--- src/rtl/binary_divider_pkg.sv ---
// Shared definitions for the restoring shift-subtract divider.
package binary_divider_pkg;

  // Controller state encodings
  typedef enum logic [1:0] {
    S_IDLE = 2'd0,
    S_CALC = 2'd1,
    S_DONE = 2'd2
  } state_t;

  localparam int DEFAULT_WIDTH = 4;

  // Width of the iteration counter for a 2*width-bit dividend
  function automatic int iter_cnt_width(input int width);
    return $clog2(2 * width) + 1;
  endfunction

endpackage

--- src/rtl/binary_divider_step.sv ---
// One restoring iteration: shift {P,Q} left by one, trial-subtract the divisor
// from P and keep the difference only when it does not borrow.
// P is held in WIDTH bits between iterations because it is always below the
// divisor; the shifted value is widened to WIDTH+1 bits for the comparison.
module binary_divider_step
  import binary_divider_pkg::*;
#(
  parameter int WIDTH = DEFAULT_WIDTH
) (
  input  logic [WIDTH-1:0]   p_in,
  input  logic [2*WIDTH-1:0] q_in,
  input  logic [WIDTH-1:0]   divisor,
  output logic [WIDTH-1:0]   p_out,
  output logic [2*WIDTH-1:0] q_out
);

  logic [WIDTH:0]   p_shift_s;
  logic [WIDTH-1:0] diff_s;
  logic             fits_s;

  // Shift, trial subtract and select the restored or reduced partial remainder
  always_comb begin
    p_shift_s = {p_in, q_in[2*WIDTH-1]};
    fits_s    = (p_shift_s >= {1'b0, divisor});
    // A non-borrowing difference is below the divisor, so WIDTH bits suffice
    diff_s    = p_shift_s[WIDTH-1:0] - divisor;
    if (fits_s) begin
      p_out = diff_s;
      q_out = {q_in[2*WIDTH-2:0], 1'b1};
    end else begin
      p_out = p_shift_s[WIDTH-1:0];
      q_out = {q_in[2*WIDTH-2:0], 1'b0};
    end
  end

endmodule

--- src/rtl/binary_divider.sv ---
// Sequential restoring divider: 2*WIDTH-bit dividend by WIDTH-bit divisor,
// one quotient bit per clock, start/busy/done handshake.
module binary_divider
  import binary_divider_pkg::*;
#(
  parameter int WIDTH = DEFAULT_WIDTH
) (
  input  logic                 clk,
  input  logic                 rst,
  input  logic                 start,
  input  logic [2*WIDTH-1:0]   dividend,
  input  logic [WIDTH-1:0]     divisor,
  output logic [2*WIDTH-1:0]   quotient,
  output logic [WIDTH-1:0]     remainder,
  output logic                 busy,
  output logic                 done,
  output logic                 div_by_zero
);

  localparam int CNT_W = iter_cnt_width(WIDTH);
  localparam logic [CNT_W-1:0] LAST_ITER = CNT_W'(2 * WIDTH - 1);
  localparam logic [CNT_W-1:0] CNT_ONE   = CNT_W'(1);

  state_t               state_r;
  logic [WIDTH-1:0]     p_r;
  logic [2*WIDTH-1:0]   q_r;
  logic [WIDTH-1:0]     dvs_r;
  logic [CNT_W-1:0]     cnt_r;
  logic [WIDTH-1:0]     p_next_s;
  logic [2*WIDTH-1:0]   q_next_s;

  binary_divider_step #(.WIDTH(WIDTH)) u_step (
    .p_in    (p_r),
    .q_in    (q_r),
    .divisor (dvs_r),
    .p_out   (p_next_s),
    .q_out   (q_next_s)
  );

  // Controller FSM, operand capture, iteration and registered results
  always_ff @(posedge clk or negedge rst) begin
    if (!rst) begin
      state_r     <= S_IDLE;
      p_r         <= {WIDTH{1'b0}};
      q_r         <= {(2*WIDTH){1'b0}};
      dvs_r       <= {WIDTH{1'b0}};
      cnt_r       <= {CNT_W{1'b0}};
      quotient    <= {(2*WIDTH){1'b0}};
      remainder   <= {WIDTH{1'b0}};
      busy        <= 1'b0;
      done        <= 1'b0;
      div_by_zero <= 1'b0;
    end else begin
      case (state_r)
        // IDLE and DONE accept a new request identically (back-to-back)
        S_IDLE, S_DONE: begin
          done    <= 1'b0;
          busy    <= 1'b0;
          state_r <= S_IDLE;
          if (start) begin
            if (divisor == {WIDTH{1'b0}}) begin
              // No iteration: publish the fixed div-by-zero result directly
              quotient    <= {(2*WIDTH){1'b1}};
              remainder   <= dividend[WIDTH-1:0];
              div_by_zero <= 1'b1;
              done        <= 1'b1;
              state_r     <= S_DONE;
            end else begin
              p_r     <= {WIDTH{1'b0}};
              q_r     <= dividend;
              dvs_r   <= divisor;
              cnt_r   <= {CNT_W{1'b0}};
              busy    <= 1'b1;
              state_r <= S_CALC;
            end
          end
        end
        S_CALC: begin
          p_r   <= p_next_s;
          q_r   <= q_next_s;
          cnt_r <= cnt_r + CNT_ONE;
          if (cnt_r == LAST_ITER) begin
            quotient    <= q_next_s;
            remainder   <= p_next_s;
            div_by_zero <= 1'b0;
            busy        <= 1'b0;
            done        <= 1'b1;
            state_r     <= S_DONE;
          end
        end
        default: begin
          state_r <= S_IDLE;
          busy    <= 1'b0;
          done    <= 1'b0;
        end
      endcase
    end
  end

endmodule

--- config.mk ---
export PLATFORM = sky130hd
export DESIGN_NAME = binary_divider
export DESIGN_NICKNAME = d
export VERILOG_FILES = /design/src/rtl/binary_divider_pkg.sv /design/src/rtl/binary_divider_step.sv /design/src/rtl/binary_divider.sv
export SDC_FILE = /design/constraint.sdc
export NUM_CORES = 1
export LEC_CHECK = 0
export ABC_CLOCK_PERIOD_IN_PS = 2200
export CORE_ASPECT_RATIO = 1.2
export CORE_UTILIZATION = 54
export CTS_BUF_LIST = sky130_fd_sc_hd__clkbuf_2
export DETAILED_ROUTE_END_ITERATION = 8
export PLACE_DENSITY = 0.81
export SETUP_SLACK_MARGIN = 0.5
export SLEW_MARGIN = 10
export SYNTH_ARGS = -nofsm -noshare
export SYNTH_HDL_FRONTEND = slang
export SYNTH_SLANG_ARGS = --single-unit
--- constraint.sdc ---
create_clock -name clk -period 2.2 [get_ports clk]
set_input_delay 0.22 -clock clk [delete_from_list [all_inputs] [get_ports clk]]
set_output_delay 0.22 -clock clk [all_outputs]
set_load 0.005 [all_outputs]
; Word level (Yosys, flattened, before mapping)
; Cells that the tools add are included.
; Widths: inputs -> output; s select.
[word_totals]
ff_bits = 37
out_inout_bits = 15
inputBits = 15
ram_bits = 0
elab_cells = 60
mem_bits_ro = 0
latch_bits = 0
mem_count = 0
[op_classes]
shift = 0
div = 0
n_mul = 0
reduce_logical = 7
order_cmp = 1
n_mux = 32
eq_ne = 7
n_bitwise = 1
n_addsub = 2
[op_table]
columns = operator, count
row1 = $mux 8, 5
row2 = $pmux 8 s2, 2
row3 = $mux 4, 6
row4 = $pmux 4 s2, 3
row5 = $mux 1, 9
row6 = $ne 2x2->1 const B, 4
row7 = $mux 2, 3
row8 = $pmux 1 s2, 3
row9 = $reduce_and 3->1, 2
row10 = $ge 5x4->1, 1
row11 = $add 4x1->4 const B, 1
row12 = $eq 4x3->1 const B, 1
row13 = $logic_not 4->1, 1
row14 = $pmux 2 s2, 1
row15 = $reduce_and 4->1, 1
row16 = $sub 4x4->4, 1
row17 = $eq 2x1->1 const B, 1
row18 = $eq 2x2->1 const B, 1
row19 = $logic_not 2->1, 1
row20 = $reduce_bool 2->1, 1
row21 = $reduce_or 2->1, 1
row22 = $not 1->1, 1

; Depth between registers and ports, before layout
; Gate-level depths: netlist (run 1).
[depth]
word_depth = 4
ltp_mapped = 7
ltp_nobuf = 7

; By module
; From an unflattened synthesis (run 1), not the netlist that was laid out.
[unflattened]
hier_cells = 172
area_unflattened_um2 = 1873.0
[by_module_without_submodules]
columns = module, cells_per_inst, instances, area_each_um2, seq_area_each_um2
row1 = binary_divider, 136, 1, 1589.0, 900.9
row2 = binary_divider_step, 36, 1, 284.0, 0.0

; Worst setup path after synthesis (run 1)
; OpenSTA, ideal clock, no wires.
[synth_timing]
path_kind = register -> register
startpoint = reg q_r[7]
endpoint = reg remainder[2]
t_arrival_ns = 1.778
stages_incl_launch_ff = 8
path_buffers = 0
t_required_ns = 2.120
path_slack_ns = 0.342
setup_time_ns = 0.080
period_less_slack_ns = 1.858
path_cell_list = dfrtp_1 inv_1 ha_1 nand2b_1 a2111oi_4 a21oi_2 mux2_4 a31oi_4
[synth_via]
elab_chain_len = 4
word_cells_on_any_way = 5
classes_between = add/sub (1) / order compare (1) / mux (3)
[synth_rtl]
columns = element, line
row1 = from (decl), binary_divider.sv:26  ; logic [2*WIDTH-1:0] q_r;
row2 = from (signal assigned), binary_divider.sv:45  ; q_r <= {(2*WIDTH){1'b0}};
row3 = from (signal assigned), binary_divider.sv:70  ; q_r <= dividend;
row4 = from (signal assigned), binary_divider.sv:80  ; q_r <= q_next_s;
row5 = $sub 4x4->4 / $ge 5x4->1 (equally long branches), "binary_divider_step.sv:26, binary_divider_step.sv:24"
row6 = $mux 4 (*), binary_divider_step.sv:27  ; if (fits_s) begin
row7 = $mux 4 (*), binary_divider.sv:82  ; if (cnt_r == LAST_ITER) begin
row8 = $pmux 4 s2 (*), binary_divider.sv:54  ; case (state_r)
row9 = to (signal assigned), binary_divider.sv:49  ; remainder <= {WIDTH{1'b0}};
row10 = to (signal assigned), binary_divider.sv:64  ; remainder <= dividend[WIDTH-1:0];
row11 = to (signal assigned), binary_divider.sv:84  ; remainder <= p_next_s;
row12 = to (decl), binary_divider.sv:14  ; output logic [WIDTH-1:0] remainder,
; Every way passes the cells marked *; elsewhere a longest branch is shown, timed or not. The select of a mux whose other input is x is not followed.
; A chain may end at the register's enable or synchronous reset.

; Worst setup path after layout (run 1)
; Same ends and word-level chain as after synthesis.

==> out/metrics.csv, run 1 <==
metric;value;unit
Leakage;0.0009566;uW
Clock Skews;11.74;ps
largest net degree at the start of global routing;37;
fill count;230;
Fin Hold WS;245.6;ps
GRT Overall Usage;0.2619;
CP required;2500;ps
RSZ-0062 raised after global routing;true;
reg2reg end;remainder[2];
reg2reg path depth;7;
WL final;3.656;mm
synthesized area;1719;sq um
top post-synthesis cells by area;dfrtp_1, nand2_1, mux2i_1;
CTS tree;yes;
I/O pin total;30;
max_cap viols;0;
Core ar.;3055;sq um
hold-fix buffers at CTS;0;
Setup-failing EPs final;0;
Storage cell area;900.9;sq um
slew margin rel.;0.6806;
number of flops mapped to enable cells by yosys;0;
RePlAce Congestion;0.7880;
vias after detailed routing;1325;
gr ovfl total;0;
area grow syn2layout;28.46;%
die span in x;53.51;um
nature of the critical path endpoint;register;
H-tree levels;2;
clock sinks;36;
root buf cell;clkbuf_2;
Critical Path End;remainder[2];
routed vias/inst;5.638;
CP Max Fanout;4;
hpwl dp;2.754;mm
Syn Area/Cell;10.95;sq um
initial antenna violation count;0;
period utilization;0.8465;
Clock Tree Buf Depth;2;
crit path DAT;2160;ps
slew of the pin with the lowest slew margin;479.1;ps
port buffer count;29;
Final Worst Setup Slack;337.7;ps
clock transition at the registers of the reported paths;170;ps
Setup CP Type;register to register;
Setup TNS;0;ps
fin crit period;1862;ps
first-pass GRT wire length;6.361;mm
Die Footprint;3414;sq um
status;complete, no violations;
sequential area share after synthesis;0.5240;
worst vdd rail ir drop;1.046;mV
layout cells sized above 1;0.1809;
DRT antenna net count;0;
antenna cells;0;
top cell type's share of synthesized area;0.5240;
initial detailed-routing violation count;29;
Clk Latency, worst-skew pair;370;ps
Fmax;0.5370;GHz
Synth Instances;157;
ys async rst share;1.000;
Critical Path Start;q_r[7];
Top FF cell, synth;dfrtp_1;
Synth Warn #;0;
unique cell type count in the Yosys netlist;41;
design area;2208;sq um
CTS Buf Count;5;
final hold vios;0;
Yosys top cell by area;dfrtp_1;
PwrDens;1589;nW/um^2
Starting Density;0.5627;
reg2reg start;q_r[7];
critical path startpoint category;register;
WL/cell;15.56;um
Synth Register Bits;36;
area occupied by multi-input gates;823.3;sq um
syn nets;178;
number of iterations in the first detailed-routing pass;4;
Hold Path Class;primary input to async pin;
post-route DRC violation count;0;
Nets;220;
row count;22;
fin. max-slew vios;0;
Post-DP Area;2095;sq um
Final Util;0.7228;
DIE HEIGHT;63.81;um
worst slack, placed;231.0;ps
FF-to-FF setup slack;340;ps
number of global-route vias before repair;1340;
==> critical path, cell delays in order, from the launching register on <==
cell,delay [ps]
dfrtp_1,440
inv_2,90
ha_4,200
nand2b_4,150
a2111oi_4,340
a21oi_2,120
mux2_4,340
a31oi_4,120
==> flip-flops by register name (all words and copies together) (netlist names) <==
| signal | flops |
|---|---|
| busy | 1 |
| p_r | 4 |
| quotient | 8 |
| q_r | 8 |
| div_by_zero | 1 |
| remainder | 4 |
| dvs_r | 4 |
| cnt_r | 4 |
| done | 1 |
| state_r | 1 |
==> cells in the final DEF (no fill, tap or decap), drive strengths merged, types with 4 or more instances in the layout <==
cell           instances
clkdlybuf4s50         29
o21ai                 14
ha                     5
inv                    7
o22a                   9
a21o                   5
dfrtp                 36
buf                   12
nor3                   4
mux2i                  8
nor2                   5
clkbuf                 5
nand2                 27
==> cell type report <==
| class | instances | area share |
|---|---|---|
| Sequential cell | 36 | 0.4079 |
| Multi-Input combinational cell | 108 | 0.3728 |
| Timing Repair Buffer | 41 | 0.1722 |
| Tap cell | 36 | 0.02040 |
| Inverter | 7 | 0.01190 |
| Clock buffer | 5 | 0.01133 |
| Clock inverter | 2 | 0.003399 |
==> worst min-delay path by stage <==
stage / endpoint / slack, ps / cells past startpoint
6_report: busy / 250 / 2
5_1_grt: q_r[1] / 260 / 2
4_1_cts: busy / 250 / 2
3_5_place_dp: busy / 470 / 1
3_3_place_gp: busy / 460 / 1
2_1_floorplan: busy / -80 / 0
==> cells by family after synthesis <==
group / Yosys count / synth area share
compound gates: 40 / 0.1878
xor+xnor: 3 / 0.01529
fa+ha+maj: 6 / 0.04804
buf+inv: 13 / 0.03129
flops: 36 / 0.5240
mux: 10 / 0.06186
simple gates: 49 / 0.1317
==> synthesized netlist by cell type (all sizes together) (4+ instances only) <==
library cell	count
a21o	5
clkbuf	4
ha	5
mux2i	8
nor2	5
nand2	27
inv	7
o21ai	14
dfrtp	36
o22a	9
nor3	4
==> repair_timing <==
action	CTS	global route
gates resized for setup	7	3
buffers inserted	5	0
setup endpoints to repair	8	10
pin swaps	3	3
==> power by group <==
part | switching [uW] | leakage, uW | internal, uW
clock | 200 | 0.0000239 | 65.6
sequential | 224 | 0.000432 | 983
combinational | 938 | 0.000500 | 1100
total | 1360 | 0.000957 | 2150
==> stage by stage <==
step	instances	power, uW
floorplan	157	2412
global placement	223	2966
detailed placement	223	3046
CTS	235	3509
global route	235	3801
finish	235	3509
==> metal layers <==
metal	track usage	part of all wire	up-vias	wire length, um
li1	-	-	639	-
met1	0.3312	0.43	647	1563
met3	0.07143	0.040	7	145
met2	0.4313	0.51	32	1882
met4	0.07237	0.018	0	65
met5	0	0	-	0
Note: power is estimated with default switching activity, not from simulation.
==> run 2: changes to the inputs <==
--- a/config.mk
+++ b/config.mk
@@ -5,12 +5,12 @@
 export SDC_FILE = /design/constraint.sdc
 export NUM_CORES = 1
 export LEC_CHECK = 0
-export ABC_CLOCK_PERIOD_IN_PS = 2200
+export ABC_CLOCK_PERIOD_IN_PS = 1680
 export CORE_ASPECT_RATIO = 1.2
-export CORE_UTILIZATION = 54
+export CORE_UTILIZATION = 49
 export CTS_BUF_LIST = sky130_fd_sc_hd__clkbuf_2
 export DETAILED_ROUTE_END_ITERATION = 8
-export PLACE_DENSITY = 0.81
+export PLACE_DENSITY = 0.78
 export SETUP_SLACK_MARGIN = 0.5
 export SLEW_MARGIN = 10
 export SYNTH_ARGS = -nofsm -noshare
==> constraint.sdc (replaced) <==
create_clock -name clk -period 1.68 [get_ports clk]
set_input_delay 0.168 -clock clk [delete_from_list [all_inputs] [get_ports clk]]
set_output_delay 0.168 -clock clk [all_outputs]
set_load 0.005 [all_outputs]
==> run 2 against run 1 <==
Net effect:
- the run now ends with negative setup slack left
- register-to-register slack lost 540 ps
- clock power rose by 50%
- via count rose by 17%
- wire length up 32%
- sequential share of layout area decreased by 5.7 points
- critical path depth shrank 1
- combinational power grew 70%
- non-clock buffer count grew 36
- first-iteration DRC count grew to 2.8 times the previous value
- clock skew is 12 ps higher
- total power increased by 56%
- flip-flop and latch count did not move
==> out/metrics.csv, run 2 (synthesis results as in run 1) <==
metric;value;unit
Setup-failing EPs final;10;
Critical Path Start;dvs_r[0];
failing checks;negative setup slack;
Fin Hold WS;170.4;ps
max incr delay on CP;470;ps
first-pass GRT wire length;7.389;mm
design area;2572;sq um
hold-fix buffers at CTS;0;
fin crit period;1885;ps
CP Max Fanout;4;
Starting Density;0.5150;
DRT antenna net count;0;
fin. max-slew vios;0;
port buffer count;29;
worst vdd rail ir drop;1.625;mV
WL/cell;17.67;um
period utilization;1.122;
number of global-route vias before repair;1636;
most frequent cells in the layout;buf_4, dfrtp_1, nand2_1;
final hold vios;0;
crit path DAT;2210;ps
Post-DP Area;2298;sq um
Final Worst Setup Slack;-205.0;ps
Leakage;0.001180;uW
Die Footprint;3750;sq um
CTS tree;yes;
GRT Overall Usage;0.2657;
slew of the pin with the lowest slew margin;457.6;ps
CP bufs+invs;0;
area grow syn2layout;49.64;%
antenna cells;0;
RePlAce Congestion;0.8521;
cell chain of the critical path;ha_4 > nand2b_4 > a2111oi_4 > a21oi_2 > mux2_4 > a31oi_4;
vias after detailed routing;1555;
Worst path slowest cell;dfrtp_1;
WL final;4.824;mm
nature of the critical path endpoint;register;
Setup CP Type;register to register;
RSZ-0062 raised after global routing;true;
Nets;256;
clock transition at the registers of the reported paths;190;ps
clock sinks;36;
critical path startpoint category;register;
slew margin rel.;0.6950;
Clock Skews;23.81;ps
commonest non-fill, non-tap cell in the layout;buf_4;
max_cap viols;0;
DIE HEIGHT;66.89;um
Clk Latency, worst-skew pair;390;ps
Hold Path Class;primary input to async pin;
Core ar.;3338;sq um
reg2reg start;dvs_r[0];
initial detailed-routing violation count;82;
status;finished with violations;
number of iterations in the first detailed-routing pass;4;
I/O pin total;30;
row count;23;
CTS Buf Count;5;
largest registers;q_r (8), quotient (8);
layout cells sized above 1;0.4661;
post-route DRC violation count;0;
largest net degree at the start of global routing;37;
H-tree levels;2;
hpwl dp;3.019;mm
Clock Tree Buf Depth;2;
die span in x;56.07;um
PwrDens;2128;nW/um^2
routed vias/inst;5.696;
gr ovfl total;0;
CP required;2010;ps
delay-heaviest family, CP;compound AO/OA/AOI/OAI gates;
root buf cell;clkbuf_2;
Fmax;0.5305;GHz
initial antenna violation count;0;
-- run 2: cell count changes in the layout (fill, tap and decap cells not counted), sizes merged --
cell	change
dlygate4sd2	+4
buf	+43
clkdlybuf4s50	-19
clkbuf	+10
clkinv	-1
-- run 2: report_power, final --
part           switching, uW  internal, uW  leakage [uW]
registers                312          1290      0.000432
logic                   1620          1850      0.000718
clock network            287           112     0.0000306
-- run 2: path summary, 6_finish.rpt --
kind	endpoint	slack [ps]	depth (start not counted)
max in group asynchronous	q_r[6]	1170	2
min	cnt_r[0]	170	2
min in group clk	dvs_r[2]	300	4
max reg2reg	remainder[2]	-200	6
min reg2reg	busy	500	1
max	remainder[2]	-200	6
-- run 2: metal layers --
metal / up-vias / GRT usage / routed length [um]
met5: - / 0 / 0
met4: 0 / 0.1341 / 176
met3: 21 / 0.06408 / 219
met2: 69 / 0.4851 / 2606
met1: 759 / 0.2861 / 1821
li1: 706 / - / -
-- run 2: area by class of cell --
cell class	instances	area, sq um
Tap cell	37	46.29
Multi-Input combinational cell	108	943.4
Fill cell	225	765.7
Timing Repair Buffer	77	615.6
Inverter	7	26.28
Sequential cell	36	902.1
Clock buffer	7	35.03
Clock inverter	1	3.754
-- run 2: what timing repair did --
| action | in CTS | in global routing |
|---|---|---|
| cloned | 1 | 1 |
| endpoints found under the setup margin | 50 | 44 |
| pin swaps | 13 | 7 |
| setup buffers | 16 | 5 |
| gates resized for setup | 88 | 20 |
-- run 2: per-stage QoR --
stage | power [uW] | instances | TNS (ps) | setup WS [ps] | util
floorplan | 3374 | 157 | -159.8 | -71.65 | -
global placement | 4271 | 242 | -583.3 | -105.6 | 0.6885
detailed placement | 4427 | 242 | -1187 | -178.5 | 0.6885
CTS | 5191 | 267 | -853.0 | -155.4 | 0.7571
global route | 5809 | 273 | -2090 | -285.5 | 0.7706
finish | 5474 | 273 | -1401 | -205.0 | 0.7706
